--- src/rtl/noc_credit_link.sv ---
// noc_credit_link
//   Credit-based pipelined link between two neighbouring routers. Flits travel
//   forward and credits travel backward, each through NUM_PIPELINE register
//   stages. A monitor at the link input tracks the credits left upstream and
//   the packet framing, and flags credit protocol violations.
//
// Ports
//   clk_noc, rst_noc                   clock, async active-high reset
//   data_in/dest_in/is_tail_in/send_in flit from the upstream router
//   data_out/dest_out/is_tail_out/send_out  retimed flit to the downstream router
//   credit_in                          credit from the downstream router
//   credit_out                         retimed credit to the upstream router
//   credits_avail                      credits still held by the upstream router
//   in_packet                          a multi-flit packet is open at the input
//   pkt_count                          tails seen at the input (saturating)
//   err_overflow / err_underflow       sticky credit protocol errors
module noc_credit_link #(
    parameter int FLIT_WIDTH        = 64,
    parameter int DEST_WIDTH        = 4,
    parameter int NUM_PIPELINE      = 2,
    parameter int FLIT_BUFFER_DEPTH = 8,
    parameter int CNT_WIDTH         = $clog2(FLIT_BUFFER_DEPTH + 1)
) (
    input  logic                  clk_noc,
    input  logic                  rst_noc,
    input  logic [FLIT_WIDTH-1:0] data_in,
    input  logic [DEST_WIDTH-1:0] dest_in,
    input  logic                  is_tail_in,
    input  logic                  send_in,
    output logic                  credit_out,
    output logic [FLIT_WIDTH-1:0] data_out,
    output logic [DEST_WIDTH-1:0] dest_out,
    output logic                  is_tail_out,
    output logic                  send_out,
    input  logic                  credit_in,
    output logic [CNT_WIDTH-1:0]  credits_avail,
    output logic                  in_packet,
    output logic [15:0]           pkt_count,
    output logic                  err_overflow,
    output logic                  err_underflow
);

    typedef struct packed {
        logic [FLIT_WIDTH-1:0] data;
        logic [DEST_WIDTH-1:0] dest;
        logic                  is_tail;
        logic                  send;
    } flit_t;

    typedef enum logic {IDLE, BODY} state_t;

    localparam logic [CNT_WIDTH-1:0] CNT_MAX = CNT_WIDTH'(FLIT_BUFFER_DEPTH);

    flit_t flit_d;
    flit_t flit_q;

    assign flit_d = {data_in, dest_in, is_tail_in, send_in};

    // Both directions are free-running shift registers: the credit protocol
    // guarantees the downstream buffer has room, so no stall is ever needed.
    generate
        if (NUM_PIPELINE == 0) begin : g_wire
            assign flit_q     = flit_d;
            assign credit_out = credit_in;
        end else begin : g_pipe
            flit_t                   fwd [NUM_PIPELINE];
            logic [NUM_PIPELINE-1:0] crd;

            always_ff @(posedge clk_noc or posedge rst_noc) begin
                if (rst_noc) begin
                    for (int i = 0; i < NUM_PIPELINE; i++) fwd[i] <= '0;
                    crd <= '0;
                end else begin
                    fwd[0] <= flit_d;
                    crd[0] <= credit_in;
                    for (int i = 1; i < NUM_PIPELINE; i++) begin
                        fwd[i] <= fwd[i-1];
                        crd[i] <= crd[i-1];
                    end
                end
            end

            assign flit_q     = fwd[NUM_PIPELINE-1];
            assign credit_out = crd[NUM_PIPELINE-1];
        end
    endgenerate

    assign data_out    = flit_q.data;
    assign dest_out    = flit_q.dest;
    assign is_tail_out = flit_q.is_tail;
    assign send_out    = flit_q.send;

    // Credit monitor: mirrors the upstream router's counter, which only sees
    // credits once they have crossed the return pipeline (credit_out).
    logic take;
    logic give;

    assign take = send_in & ~credit_out;
    assign give = credit_out & ~send_in;

    always_ff @(posedge clk_noc or posedge rst_noc) begin
        if (rst_noc) begin
            credits_avail <= CNT_MAX;
            err_overflow  <= 1'b0;
            err_underflow <= 1'b0;
        end else if (take) begin
            if (credits_avail == '0) err_overflow <= 1'b1;
            else                     credits_avail <= credits_avail - CNT_WIDTH'(1);
        end else if (give) begin
            if (credits_avail == CNT_MAX) err_underflow <= 1'b1;
            else                          credits_avail <= credits_avail + CNT_WIDTH'(1);
        end
    end

    // Packet framing
    state_t state;
    state_t state_nxt;

    always_ff @(posedge clk_noc or posedge rst_noc) begin
        if (rst_noc) state <= IDLE;
        else         state <= state_nxt;
    end

    always_comb begin
        state_nxt = state;
        case (state)
            IDLE:    if (send_in && !is_tail_in) state_nxt = BODY;
            BODY:    if (send_in && is_tail_in)  state_nxt = IDLE;
            default: state_nxt = IDLE;
        endcase
    end

    assign in_packet = (state == BODY);

    always_ff @(posedge clk_noc or posedge rst_noc) begin
        if (rst_noc)                                           pkt_count <= '0;
        else if (send_in && is_tail_in && pkt_count != 16'hFFFF) pkt_count <= pkt_count + 16'd1;
    end

endmodule

--- config.mk ---
export PLATFORM = sky130hd
export DESIGN_NAME = noc_credit_link
export DESIGN_NICKNAME = d
export VERILOG_FILES = /design/src/rtl/noc_credit_link.sv
export SDC_FILE = /design/constraint.sdc
export NUM_CORES = 1
export LEC_CHECK = 0
export ABC_AREA = 1
export ABC_CLOCK_PERIOD_IN_PS = 8500
export CAP_MARGIN = 5
export CORE_UTILIZATION = 48
export CTS_BUF_LIST = sky130_fd_sc_hd__clkbuf_4 sky130_fd_sc_hd__clkbuf_8
export CTS_CLUSTER_DIAMETER = 80
export DETAILED_ROUTE_END_ITERATION = 8
export PLACE_DENSITY = 0.8
export SKIP_CTS_REPAIR_TIMING = 1
export SYNTH_ARGS = -nofsm -noshare
export SYNTH_HDL_FRONTEND = slang
export SYNTH_SLANG_ARGS = --single-unit
--- constraint.sdc ---
create_clock -name clk_noc -period 8.5 [get_ports clk_noc]
set_clock_uncertainty 0.05 [all_clocks]
set_input_delay 1.7 -clock clk_noc [delete_from_list [all_inputs] [get_ports clk_noc]]
set_output_delay 1.7 -clock clk_noc [all_outputs]
set_load 0.02 [all_outputs]
-- Word-level counts from Yosys, hierarchy flattened
Index checks and enable logic that the tools add are counted.
- logic and storage cells: 43
- register bits after elaboration: 165
- input bits: 73
- output and inout bits: 94
- muxes and demuxes: 7
- reductions and logical operators: 9
- bitwise gates (word level): 6
- eq/ne operators: 4
- add/sub/neg operators: 3
- operators with widths (cell ; count):
    16-bit by 1-bit adder with 16-bit output (second input constant) ; 1
    4-bit 2-to-1 mux ; 4
    16-bit != test (second input constant) ; 1
    3-bit AND reduction ; 2
    4-bit by 1-bit adder with 4-bit output (second input constant) ; 1
    4-bit equality test (second input constant) ; 1
    4-bit zero test ; 1
    2-bit != test (second input constant) ; 2
    1-bit NOT ; 4
    4-bit by 1-bit subtractor with 4-bit output (second input constant) ; 1
    1-bit logical AND ; 3
    1-bit AND ; 2
    1-bit 2-to-1 mux ; 2
    1-bit case mux with 2 select lines ; 1
    2-bit AND reduction ; 1
    2-bit nonzero test ; 1
    1-bit zero test ; 1

-- Logic depth before layout (Yosys ltp)
- depth in word-level cells: 4
- depth in mapped cells: 10
- depth with buffers taken out: 9

-- Worst setup path before layout
OpenSTA, ideal clock, no wires.
- path type: input -> register
- start point: in send_in
- end point: reg credits_avail[2]
- stages on the path: 8
- arrival: 2607 ps
- buffers on the path: 0
- data required time: 8320 ps
- setup time: 130 ps
- path slack: 5713 ps
- cell sequence: ha_1 > nand2_1 > inv_1 > nor2_1 > ha_1 > a21oi_1 > xor2_1 > o21ai_0
- longest elaborated chain between the ends: 4
- elaborated cells between the ends (all ways): 8
- those cells by class: eq/ne (2); mux (1); bitwise (3); reduce/logical (2)
- RTL lines (item ; line ; source):
    start, declared ; 29 ; input logic send_in,
    1-bit NOT ; 99 ; assign give = credit_out & ~send_in;
    1-bit AND ; 99 ;
    2-bit nonzero test (no line) ; n/a ;
    3-bit AND reduction (no line) ; n/a ;
    end signal, assigned ; 108 ; else credits_avail <= credits_avail - CNT_WIDTH'(1);
    end signal, assigned ; 111 ; else credits_avail <= credits_avail + CNT_WIDTH'(1);
    end, declared ; 36 ; output logic [CNT_WIDTH-1:0] credits_avail,
Several ways; a longest one is shown, not always the timed one.
A chain may end at the register's enable or synchronous reset.

-- Worst setup path after layout
- start point: reg credits_avail[3]
- end point: out credits_avail[3]
No word-level cell between the ends.

==> reports/results.tsv <==
metric	value	unit
peakVddDrop	152	µV
status	complete, no violations	
synth_area_leaders	dfrtp_1, buf_4, nand2_1	
min_path_type	flop to flop	
met3_usage	5.80	%
io_buffers	166	
synth_most_common_cell	dfrtp_1	
yosys_warnings	0	
drt_iter0_markers	160	
ios	167	
cts-root-buf	clkbuf_8	
min_period	3.40	ns
relSlewSlack	31.6	%
setup_violations	0	
layout-drive-gt1-share	8.04	%
final_net_count	600	
clk_path_buf_depth	2	
p_sw_share	27.3	%
num_vias	2984	
final_area	0.00718	mm²
p_int	1.22	mW
viasPerCell	4.42	
endpoint	credits_avail[3]	
hold_viol	0	
regToRegEndpoint	pkt_count[8]$_DFFE_PP0P_	
end_kind	output port	
ys_ff_latch	165	
dieArea	0.0119	mm²
synthCells	406	
grt_busiest_layer	met2	
dpl_cell_area	0.00681	mm²
drc	0	
worstSkewPairLatency	0.42	ns
p_leak	3.18	nW
ant_nets	0	
cts_tree	built	
num_rows	38	
cp.required	6.75	ns
met2_usage	29.1	%
clock.fmax	0.294	GHz
drtPass1Iterations	4	
synth_nets	484	
numCtsBuffers	17	
worst_setup_path_start_kind	flop	
globalRouteTotalUtil	17.3	%
clk_pin_slew_worst_paths	0.09	ns
synth_commonest_cells	dfrtp_1, nand2_1, buf_4	
htreeDepth	4	
final_max_slew_viol_count	0	
crit_cells	1	
worst_slew_pin_slew	1.03	ns
critPathSlowestCell	clkdlybuf4s50_1	
yosysUniqueCellTypes	22	
synthFlopType	dfrtp_1	
core	0.0110	mm²
start_util	49.9	%
startpoint	credits_avail[3]$_DFFE_PP1P_	
rsz0062_at_grt	false	
wl_per_cell	14.2	µm
hold_ws	0.297	ns
crit_type	flop to output port	
gr-usage-met1	20.9	%
r2r_setup_slack	6.45	ns
grt_max_degree	87	
cpPeakStageDelay	0.63	ns
synth_edf_count	0	
cp_num_buf_inv	1	
wirelength	9580	µm
n_fill_cell	785	
die_y	109	µm
critPathTopFamily	buffers and inverters	
synth_seq_area_share	75.3	%
area_growth	30.9	%
overflow	0	
fin_tns_setup	0	ns
synth_top_cell_by_area	dfrtp_1	
rr_worst_depth	8	
p_per_area	233	mW/mm²
crit_chain	clkdlybuf4s50_1	
syn_area	0.00548	mm²
period_share	40.0	%
die_x	109	µm
postSynthAreaPerCell	13.5	µm²
grt_pass1_vias	3097	
antenna_cells	0	
maxCapViolCount	0	
grt_pass1_wl	15000	µm
seqPwrFrac	53.0	%
post-dp-hpwl	6880	µm
utilization	65.4	%
pwr-share-clk	31.1	%
antenna_found_initial	0	
synth_top_area_share	74.8	%
critical_path.max_fanout	6	
switchingPower	0.456	mW
async_flop_share	100	%
critical_path_arrival	1.65	ns
clock-sinks	165	
reg2reg_from	pkt_count[0]$_DFFE_PP0P_	
place_congestion	0.810	
p_comb_share	15.9	%
[cell families (layout without fill, tap and decap cells)]
group                    count (synthesis)  after routing  share of synthesized area [%]
buffers and inverters                   92            221                           11.1
XOR/XNOR                                13             13                           2.08
AO/OA/AOI/OAI                           11             11                           1.05
adder cells (fa/ha/maj)                  5              5                           1.14
AND/OR/NAND/NOR                        120            120                           9.31
flip-flops                             165            165                           75.3
[power groups by stage]
stage	registers (mW)	logic [mW]	clock network (mW)
after floorplan	0.921	0.127	0
after global placement	0.898	0.259	0
after detailed placement	0.903	0.268	0
after CTS	0.888	0.269	0.540
after global routing	0.897	0.289	0.578
final	0.887	0.266	0.521
[registers in the layout, summed over array words and instances (netlist names), named ones only]
register and cells:
g_pipe.crd 2, dest_out 4, is_tail_out 1, pkt_count 16, g_pipe.fwd 70, err_overflow 1, err_underflow 1, credits_avail 4
data_out 64, send_out 1
[layout make-up]
type,count,area [µm²],area share [%]
repair buffers,167,1670,23.3
multi-input cells,149,744,10.4
flip-flops and latches,165,4130,57.5
inverters,22,87.6,1.22
clock buffers,19,249,3.47
clock inverters,13,123,1.71
well taps,140,175,2.44
[worst min-delay path by stage]
stage                                    from                      to  slack [ns]  depth (start not counted)
finish              g_pipe.fwd[121]$_DFF_PP0_  data_out[45]$_DFF_PP0_        0.30                          0
global placement    g_pipe.fwd[103]$_DFF_PP0_  data_out[27]$_DFF_PP0_        0.28                          0
floorplan            g_pipe.fwd[76]$_DFF_PP0_   data_out[0]$_DFF_PP0_        0.28                          0
global route         g_pipe.fwd[84]$_DFF_PP0_   data_out[8]$_DFF_PP0_        0.30                          0
detailed placement   g_pipe.fwd[96]$_DFF_PP0_  data_out[20]$_DFF_PP0_        0.28                          0
CTS                 g_pipe.fwd[129]$_DFF_PP0_  data_out[53]$_DFF_PP0_        0.30                          0
[routing by layer]
metal / routed length (µm) / share of wire, % / vias up
li1: - / - / 1412
met1: 3960 / 41 / 1453
met2: 4930 / 51 / 112
met3: 588 / 6.1 / 7
met4: 96 / 1.0 / 0
met5: 0 / 0 / -
[metrics by stage]
stage          setup WS, ns  total power [mW]  cells
6_report               5.10              1.67    675
5_1_grt                4.84              1.76    675
4_1_cts                5.06              1.70    675
3_5_place_dp           4.65              1.17    643
3_3_place_gp           4.71              1.16    643
2_1_floorplan          2.29              1.05    406
[placed cells by master (no fill, tap or decap)]
master,Yosys,layout
a21oi_1,2,2
buf_4,68,1
bufinv_16,0,1
clkbuf_4,0,2
clkbuf_8,0,17
clkdlybuf4s50_1,0,166
clkinv_2,0,3
clkinvlp_4,0,3
dfrtp_1,164,164
dfstp_2,1,1
ha_1,5,5
inv_1,22,21
inv_6,0,6
inv_8,0,1
nand2_1,74,74
nand2_2,2,2
nand2_4,1,1
nand3_1,15,15
nand4_1,3,3
nor2_1,20,20
nor2_2,2,2
nor2_4,1,1
nor3_2,1,1
o21ai_0,8,8
o21bai_1,1,1
or2_2,1,1
xnor2_1,10,10
xor2_1,3,3
Note: power is estimated with default switching activity, not from simulation.
